**config.mk**
```make
export PLATFORM = sky130hd
export DESIGN_NAME = instr_sequencer
export DESIGN_NICKNAME = d
export VERILOG_FILES = /design/src/rtl/cpu_ctrl_pkg.sv /design/src/rtl/instr_decode.sv /design/src/rtl/instr_sequencer.sv
export SDC_FILE = /design/constraint.sdc
export NUM_CORES = 1
export LEC_CHECK = 0
export ABC_AREA = 1
export ABC_CLOCK_PERIOD_IN_PS = 3530
export CAP_MARGIN = 20
export CORE_ASPECT_RATIO = 0.6
export CORE_UTILIZATION = 40
export DETAILED_ROUTE_END_ITERATION = 10
export PLACE_DENSITY = 0.65
export REMOVE_ABC_BUFFERS = 1
export SLEW_MARGIN = 40
export SYNTH_ARGS = -nofsm -noshare
export SYNTH_HDL_FRONTEND = slang
export SYNTH_SLANG_ARGS = --single-unit
export TNS_END_PERCENT = 20
```
**constraint.sdc**
```tcl
create_clock -name CLK -period 3.53 [get_ports CLK]
set_input_delay 0.8825 -clock CLK [delete_from_list [all_inputs] [get_ports CLK]]
set_output_delay 0.8825 -clock CLK [all_outputs]
set_load 0.005 [all_outputs]
```
**src/rtl/cpu_ctrl_pkg.sv**
```systemverilog
// Shared encodings for the 8-bit processor sequencer: opcodes, ALU selects,
// FSM states, instruction field positions and the decoded control bundle.
package cpu_ctrl_pkg;

  localparam int unsigned INSTR_W  = 32;
  localparam int unsigned FIELD_W  = 8;
  localparam int unsigned REG_W    = 3;
  localparam int unsigned ALUOP_W  = 3;

  localparam int unsigned OPC_LSB  = 24;
  localparam int unsigned DST_LSB  = 16;
  localparam int unsigned SRC1_LSB = 8;
  localparam int unsigned SRC2_LSB = 0;

  localparam logic [FIELD_W-1:0] OP_LOADI = 8'h00;
  localparam logic [FIELD_W-1:0] OP_MOV   = 8'h01;
  localparam logic [FIELD_W-1:0] OP_ADD   = 8'h02;
  localparam logic [FIELD_W-1:0] OP_SUB   = 8'h03;
  localparam logic [FIELD_W-1:0] OP_AND   = 8'h04;
  localparam logic [FIELD_W-1:0] OP_OR    = 8'h05;
  localparam logic [FIELD_W-1:0] OP_J     = 8'h06;
  localparam logic [FIELD_W-1:0] OP_BEQ   = 8'h07;

  localparam logic [ALUOP_W-1:0] ALU_FWD = 3'b000;
  localparam logic [ALUOP_W-1:0] ALU_ADD = 3'b001;
  localparam logic [ALUOP_W-1:0] ALU_AND = 3'b010;
  localparam logic [ALUOP_W-1:0] ALU_OR  = 3'b011;

  typedef enum logic [2:0] {
    ST_FETCH     = 3'd0,
    ST_DECODE    = 3'd1,
    ST_EXECUTE   = 3'd2,
    ST_WRITEBACK = 3'd3,
    ST_TRAP      = 3'd4
  } state_e;

  typedef struct packed {
    logic [ALUOP_W-1:0] aluop;
    logic               sub;
    logic               imm;
    logic               writes;
    logic               is_jump;
    logic               is_branch;
    logic               illegal;
  } ctrl_t;

  // Reset/default control word: the mov encoding with no side effects.
  localparam ctrl_t CTRL_IDLE = '{aluop: ALU_FWD, default: 1'b0};

endpackage

```
**src/rtl/instr_decode.sv**
```systemverilog
// Combinational opcode decoder producing the control bundle for one instruction.
module instr_decode
  import cpu_ctrl_pkg::*;
(
  input  logic [FIELD_W-1:0] i_opcode,
  output ctrl_t              o_ctrl
);

  always_comb begin
    o_ctrl = CTRL_IDLE;
    case (i_opcode)
      OP_LOADI: begin o_ctrl.imm = 1'b1; o_ctrl.writes = 1'b1; end
      OP_MOV:   o_ctrl.writes = 1'b1;
      OP_ADD:   begin o_ctrl.aluop = ALU_ADD; o_ctrl.writes = 1'b1; end
      OP_SUB:   begin o_ctrl.aluop = ALU_ADD; o_ctrl.sub = 1'b1; o_ctrl.writes = 1'b1; end
      OP_AND:   begin o_ctrl.aluop = ALU_AND; o_ctrl.writes = 1'b1; end
      OP_OR:    begin o_ctrl.aluop = ALU_OR;  o_ctrl.writes = 1'b1; end
      OP_J:     o_ctrl.is_jump = 1'b1;
      OP_BEQ:   begin o_ctrl.aluop = ALU_ADD; o_ctrl.sub = 1'b1; o_ctrl.is_branch = 1'b1; end
      default:  o_ctrl.illegal = 1'b1;
    endcase
  end

endmodule

```
**src/rtl/instr_sequencer.sv**
```systemverilog
// Multi-cycle FETCH/DECODE/EXECUTE/WRITEBACK controller for the 8-bit datapath,
// with a fetch-timeout and illegal-opcode trap that only reset can leave.
module instr_sequencer
  import cpu_ctrl_pkg::*;
#(
  parameter int unsigned         PC_WIDTH = 32,
  parameter logic [PC_WIDTH-1:0] RESET_PC = '0,
  parameter int unsigned         MAX_WAIT = 15
) (
  input  logic                 CLK,
  input  logic                 RESET,
  output logic                 INSTR_READ,
  output logic [PC_WIDTH-1:0]  INSTR_ADDR,
  input  logic [INSTR_W-1:0]   INSTR_IN,
  input  logic                 INSTR_BUSYWAIT,
  input  logic                 ZERO,
  output logic [ALUOP_W-1:0]   ALUOP,
  output logic                 SUBMUXSEL,
  output logic                 IMMUXSEL,
  output logic [FIELD_W-1:0]   IMMEDIATE,
  output logic [REG_W-1:0]     READREG1,
  output logic [REG_W-1:0]     READREG2,
  output logic [REG_W-1:0]     WRITEREG,
  output logic                 WRITEENABLE,
  output logic                 INSTR_DONE,
  output logic                 FAULT
);

  localparam int unsigned WAIT_W = ($clog2(MAX_WAIT + 1) > 0) ? $clog2(MAX_WAIT + 1) : 1;

  state_e               r_state, w_next_state;
  logic [INSTR_W-1:0]   r_ir;
  logic [WAIT_W-1:0]    r_wait, w_wait_next, w_wait_inc;
  ctrl_t                r_ctrl, w_dec;
  logic [PC_WIDTH-1:0]  r_pc, w_pc_inc, w_pc_tgt, w_offset;
  logic [FIELD_W-1:0]   r_imm;
  logic [REG_W-1:0]     r_rr1, r_rr2, r_wr;
  logic                 r_we, r_done, r_fault, r_taken;
  logic                 w_ld_ir, w_ld_ctrl, w_we_next, w_done_next;
  logic                 w_pc_upd, w_sample_zero, w_fault_next;
  logic                 w_unused;

  instr_decode u_decode (
    .i_opcode (r_ir[OPC_LSB +: FIELD_W]),
    .o_ctrl   (w_dec)
  );

  // Jump/branch target: PC+4 plus the sign-extended word offset in the dst field.
  assign w_pc_inc   = r_pc + PC_WIDTH'(4);
  assign w_offset   = {{(PC_WIDTH-FIELD_W-2){r_ir[DST_LSB+FIELD_W-1]}}, r_ir[DST_LSB +: FIELD_W], 2'b00};
  assign w_pc_tgt   = w_pc_inc + w_offset;
  assign w_wait_inc = r_wait + WAIT_W'(1);

  always_ff @(posedge CLK or posedge RESET) begin
    if (RESET) r_state <= ST_FETCH;
    else       r_state <= w_next_state;
  end

  always_comb begin
    w_next_state  = r_state;
    w_wait_next   = r_wait;
    w_ld_ir       = 1'b0;
    w_ld_ctrl     = 1'b0;
    w_we_next     = 1'b0;
    w_done_next   = 1'b0;
    w_pc_upd      = 1'b0;
    w_sample_zero = 1'b0;
    w_fault_next  = r_fault;
    case (r_state)
      ST_FETCH: begin
        if (!INSTR_BUSYWAIT) begin
          w_ld_ir      = 1'b1;
          w_next_state = ST_DECODE;
        end else if (w_wait_inc == WAIT_W'(MAX_WAIT)) begin
          w_fault_next = 1'b1;
          w_next_state = ST_TRAP;
        end else begin
          w_wait_next  = w_wait_inc;
        end
      end
      ST_DECODE: begin
        if (w_dec.illegal) begin
          w_fault_next = 1'b1;
          w_next_state = ST_TRAP;
        end else begin
          w_ld_ctrl    = 1'b1;
          w_next_state = ST_EXECUTE;
        end
      end
      ST_EXECUTE: begin
        w_sample_zero = 1'b1;
        w_we_next     = r_ctrl.writes;
        w_done_next   = 1'b1;
        w_next_state  = ST_WRITEBACK;
      end
      ST_WRITEBACK: begin
        w_pc_upd     = 1'b1;
        w_wait_next  = '0;
        w_next_state = ST_FETCH;
      end
      ST_TRAP:  w_next_state = ST_TRAP;
      default:  w_next_state = ST_TRAP;
    endcase
  end

  always_ff @(posedge CLK or posedge RESET) begin
    if (RESET) begin
      r_ir    <= '0;
      r_wait  <= '0;
      r_ctrl  <= CTRL_IDLE;
      r_imm   <= '0;
      r_rr1   <= '0;
      r_rr2   <= '0;
      r_wr    <= '0;
      r_taken <= 1'b0;
      r_pc    <= RESET_PC;
      r_we    <= 1'b0;
      r_done  <= 1'b0;
      r_fault <= 1'b0;
    end else begin
      if (w_ld_ir) r_ir <= INSTR_IN;
      r_wait <= w_wait_next;
      if (w_ld_ctrl) begin
        r_ctrl <= w_dec;
        r_imm  <= r_ir[SRC2_LSB +: FIELD_W];
        r_rr1  <= r_ir[SRC1_LSB +: REG_W];
        r_rr2  <= r_ir[SRC2_LSB +: REG_W];
        r_wr   <= r_ir[DST_LSB +: REG_W];
      end
      if (w_sample_zero) r_taken <= r_ctrl.is_branch & ZERO;
      if (w_pc_upd) r_pc <= (r_ctrl.is_jump | r_taken) ? w_pc_tgt : w_pc_inc;
      r_we    <= w_we_next;
      r_done  <= w_done_next;
      r_fault <= w_fault_next;
    end
  end

  assign INSTR_READ  = (r_state == ST_FETCH);
  assign INSTR_ADDR  = r_pc;
  assign ALUOP       = r_ctrl.aluop;
  assign SUBMUXSEL   = r_ctrl.sub;
  assign IMMUXSEL    = r_ctrl.imm;
  assign IMMEDIATE   = r_imm;
  assign READREG1    = r_rr1;
  assign READREG2    = r_rr2;
  assign WRITEREG    = r_wr;
  assign WRITEENABLE = r_we;
  assign INSTR_DONE  = r_done;
  assign FAULT       = r_fault;

  assign w_unused = ^{r_ir[15:11], r_ctrl.illegal};

endmodule

```
==> impl_metrics.py <==
metrics = {
    "final_layout": {
        "regArea_um2": 2230,
        "multi_input_area_um2": 3960,
        "final_cells": 1309,
        "drive_above_1_share_pct": 8.70,
        "area_delta_synth_final_pct": 21.3,
        "fillers": 1633,
        "diodes": 0,
        "nets": 1152,
    },
    "global_route": {
        "grt_pass1_vias": 5794,
        "grt_max_degree": 56,
        "groute.usage.overall_pct": 23.9,
        "antenna_found_initial": 0,
        "overflow": 0,
        "grt_first_pass_wirelength_mm": 31.6,
    },
    "setup_path": {
        "cp-end-kind": "flip-flop",
        "path_class": "reg2reg",
        "required_ns": 3.80,
        "arrival_ns": 3.48,
        "slowest_delay_ns": 0.46,
        "crit_chain": "ha_1 -> nand2_1 -> nor2_2 -> and3_1 -> xor2_1 -> inv_1 -> ha_1 -> nand2_1 -> nor2_2 -> inv_1 -> o21bai_1 -> nand2_1 -> nand4_1 -> nand3_1 -> a21oi_1",
        "crit_buf_inv": 2,
        "critPathSlowestCell": "dfrtp_1",
        "cp-start-kind": "flip-flop",
        "critPathMaxFanout": 6,
        "cp_top_family": "simple AND/OR/NAND/NOR gates",
        "cp_common_cell": "nand2_1",
    },
    "clock_network": {
        "tritoncts": "built",
        "numClockSinks": 89,
        "post_cts_buffers": 0,
        "clk_pin_slew_ns": 0.07,
        "clock-root-buffer": "clkbuf_16",
        "cts_made_buffers": 9,
        "insertion_delay_ns": 0.35,
        "cts_max_level": 3,
        "clockBufferDepth": 2,
    },
    "place": {
        "gp_congestion": 0.966,
        "place_inst": 1293,
        "port_buffers": 85,
        "hpwl_mm": 15.3,
        "dp_slack_ns": 0.288,
    },
    "synthesis": {
        "synthSimpleGateAreaFrac_pct": 33.6,
        "synthMuxAreaShare_pct": 2.48,
        "synth_xor_area_share_pct": 2.94,
        "syn_inst": 994,
        "ys_seq_area_share_pct": 32.7,
        "syn_area_um2": 6820,
        "yosysWarnings": 0,
        "synth_fa_ha_area_share_pct": 7.45,
        "syn_avg_cell_area_um2": 6.86,
        "synth_cell_types": 47,
        "ys_ff_latch": 89,
        "synth_compound_area_share_pct": 11.2,
        "synth_top_family_by_area": "simple AND/OR/NAND/NOR gates",
    },
    "sta": {
        "tightest_slew_ns": 0.704,
        "rsz0062_at_grt": "false",
        "setup_ws_ns": 0.325,
        "min_period_over_period_pct": 90.8,
        "hold_viol": 0,
        "fmax_mhz": 312,
        "layout_min_cycle_time_ns": 3.20,
        "final.setup.tns_ns": 0,
        "slew_violations": 0,
        "fin_hold_ws_ns": 0.467,
        "setup_violations": 0,
        "skew_ns": 0.00871,
        "maxSlewHeadroom_pct": 53.1,
    },
    "detailed_routing": {
        "drtIter0Drc": 638,
        "drt_pass1_iterations": 5,
        "wl_mm": 19.8,
        "drcViolationCount": 0,
        "vias": 6515,
        "vias_per_cell": 4.98,
        "ant_nets": 0,
        "wl_per_cell_um": 15.1,
    },
    "run": {
        "max_cap_viol_count": 0,
    },
    "run_status": {
        "status": "finished, final reports clean",
    },
    "floorplanning": {
        "fp.dieH_um": 103,
        "dieArea_um2": 17600,
        "die_w_um": 171,
        "fp-row-count": 36,
        "ios": 94,
        "core-area_um2": 16400,
        "start_util_pct": 41.5,
    },
    "power_and_ir_drop": {
        "ir_worst_vdd_mv": 0.202,
        "power.density_nw_per_um2": 257,
        "p_leak_nw": 4.44,
        "total_power_mw": 2.12,
    },
    "min_path": {
        "hold_path.class": "reg2reg",
    },
}
cells in the mapped netlist (all sizes together):
master	n	area, µm²
nand2	305	1170
inv	138	518
nor2	113	493
dfrtp	89	2230
nand3	69	350
a21oi	63	327
ha	39	488
o21ai	39	199
buf	15	95.1
mux2	15	169
xor2	15	139
a31oi	11	68.8
clkbuf	11	41.3
nor3	11	81.3
nand4	9	56.3
nand3b	8	60.1
o21bai	8	60.1
xnor2	7	61.3
or2	6	37.5
and2	5	31.3
a21o	4	30.0
a22oi	3	22.5
o211ai	2	15.0
o21a	2	15.0
a31o	1	8.76
and3	1	6.26
clkinv	1	3.75
conb	1	3.75
fa	1	20.0
o31ai	1	7.51
o41ai	1	8.76
cells by family (layout without fill, tap and decap cells):
kind of cell	after synthesis	count (layout)
adders and majority gates	40	40
xor gates and xnor gates	22	22
DFF	89	89
other	1	3
muxes	15	15
buffers and inverters	165	250
AOI/OAI and AO/OA	135	135
and+or+nand+nor	527	527
power breakdown:
part | switching (mW) | internal (mW) | total, mW | leakage (nW)
Combinational | 0.0261 | 0.0314 | 0.0576 | 3.12
Clock | 0.472 | 0.573 | 1.04 | 0.155
Sequential | 0 | 1.02 | 1.02 | 1.17
Total | 0.498 | 1.62 | 2.12 | 4.44
worst paths after layout:
kind / slack [ns] / cells after the start / startpoint / end
worst max-delay path: 0.33 / 15 / INSTR_ADDR[2]$_DFFE_PP0P_ / INSTR_ADDR[24]$_DFFE_PP0P_
min in group asynchronous: 1.00 / 2 / RESET / r_ir[28]$_DFFE_PP0P_
worst max register to register: 0.33 / 15 / INSTR_ADDR[2]$_DFFE_PP0P_ / INSTR_ADDR[24]$_DFFE_PP0P_
worst min register to register: 0.47 / 2 / r_ir[10]$_DFFE_PP0P_ / READREG1[2]$_DFFE_PP0P_
worst min-delay path: 0.47 / 2 / r_ir[10]$_DFFE_PP0P_ / READREG1[2]$_DFFE_PP0P_
max in group asynchronous: 1.89 / 3 / RESET / INSTR_ADDR[31]$_DFFE_PP0P_
metrics by stage:
| stage | util (%) | instance area (µm²) |
|---|---|---|
| after floorplan | - | 6690 |
| after global placement | 48.2 | 7920 |
| after detailed placement | 48.2 | 7920 |
| after CTS | 50.2 | 8250 |
| after global routing | 50.3 | 8270 |
| final | 50.3 | 8270 |
layout make-up:
cell class                 count  share of cell area, %
timing repair buffer          95                   11.4
clock buffer                   9                   2.72
clock inverter                 7                   1.23
multi-input combinational    742                   47.9
inverter                     139                   6.34
sequential                    89                   27.0
tap                          228                   3.45
flip-flops by register name (all words and copies together), names as in the netlist:
name,count
INSTR_ADDR,30
r_ir,27
IMMEDIATE,8
r_wait,4
READREG1,3
WRITEREG,3
r_ctrl,3
r_state,3
ALUOP,2
FAULT,1
IMMUXSEL,1
INSTR_DONE,1
SUBMUXSEL,1
WRITEENABLE,1
r_taken,1
per-layer routing:
layer / wire length (µm) / global-route usage (%) / vias up
met4: 88 / 4.02 / 0
met5: 0 / 0 / -
met3: 1900 / 5.26 / 10
met1: 10500 / 38.2 / 2975
li1: - / - / 3324
met2: 7270 / 31.9 / 206
cells in the final DEF, fill, tap and decap left out, drive strengths merged, types with 5 or more instances in the layout:
| cell | instances |
|---|---|
| a21oi | 63 |
| nand4 | 9 |
| nand2 | 305 |
| buf | 10 |
| nor3 | 11 |
| xnor2 | 7 |
| xor2 | 15 |
| inv | 140 |
| nor2 | 113 |
| and2 | 5 |
| clkbuf | 9 |
| clkdlybuf4s50 | 85 |
| or2 | 6 |
| mux2 | 15 |
| nand3b | 8 |
| o21ai | 39 |
| dfrtp | 89 |
| a31oi | 11 |
| nand3 | 69 |
| o21bai | 8 |
| ha | 39 |
timing repair:
item | in CTS | in global routing
endpoints found under the setup margin | 0 | 2
gates resized for setup | 0 | 7
hold buffers | 0 | 0
worst register-to-register path, stage by stage, from the launching register on:
cell,delay [ns]
dfrtp_1,0.46
ha_1,0.24
nand2_1,0.08
nor2_2,0.18
and3_1,0.27
xor2_1,0.17
inv_1,0.12
ha_1,0.38
nand2_1,0.12
nor2_2,0.18
inv_1,0.06
o21bai_1,0.22
nand2_1,0.11
nand4_1,0.08
nand3_1,0.24
a21oi_1,0.21
(Power assumes the default switching activity.)
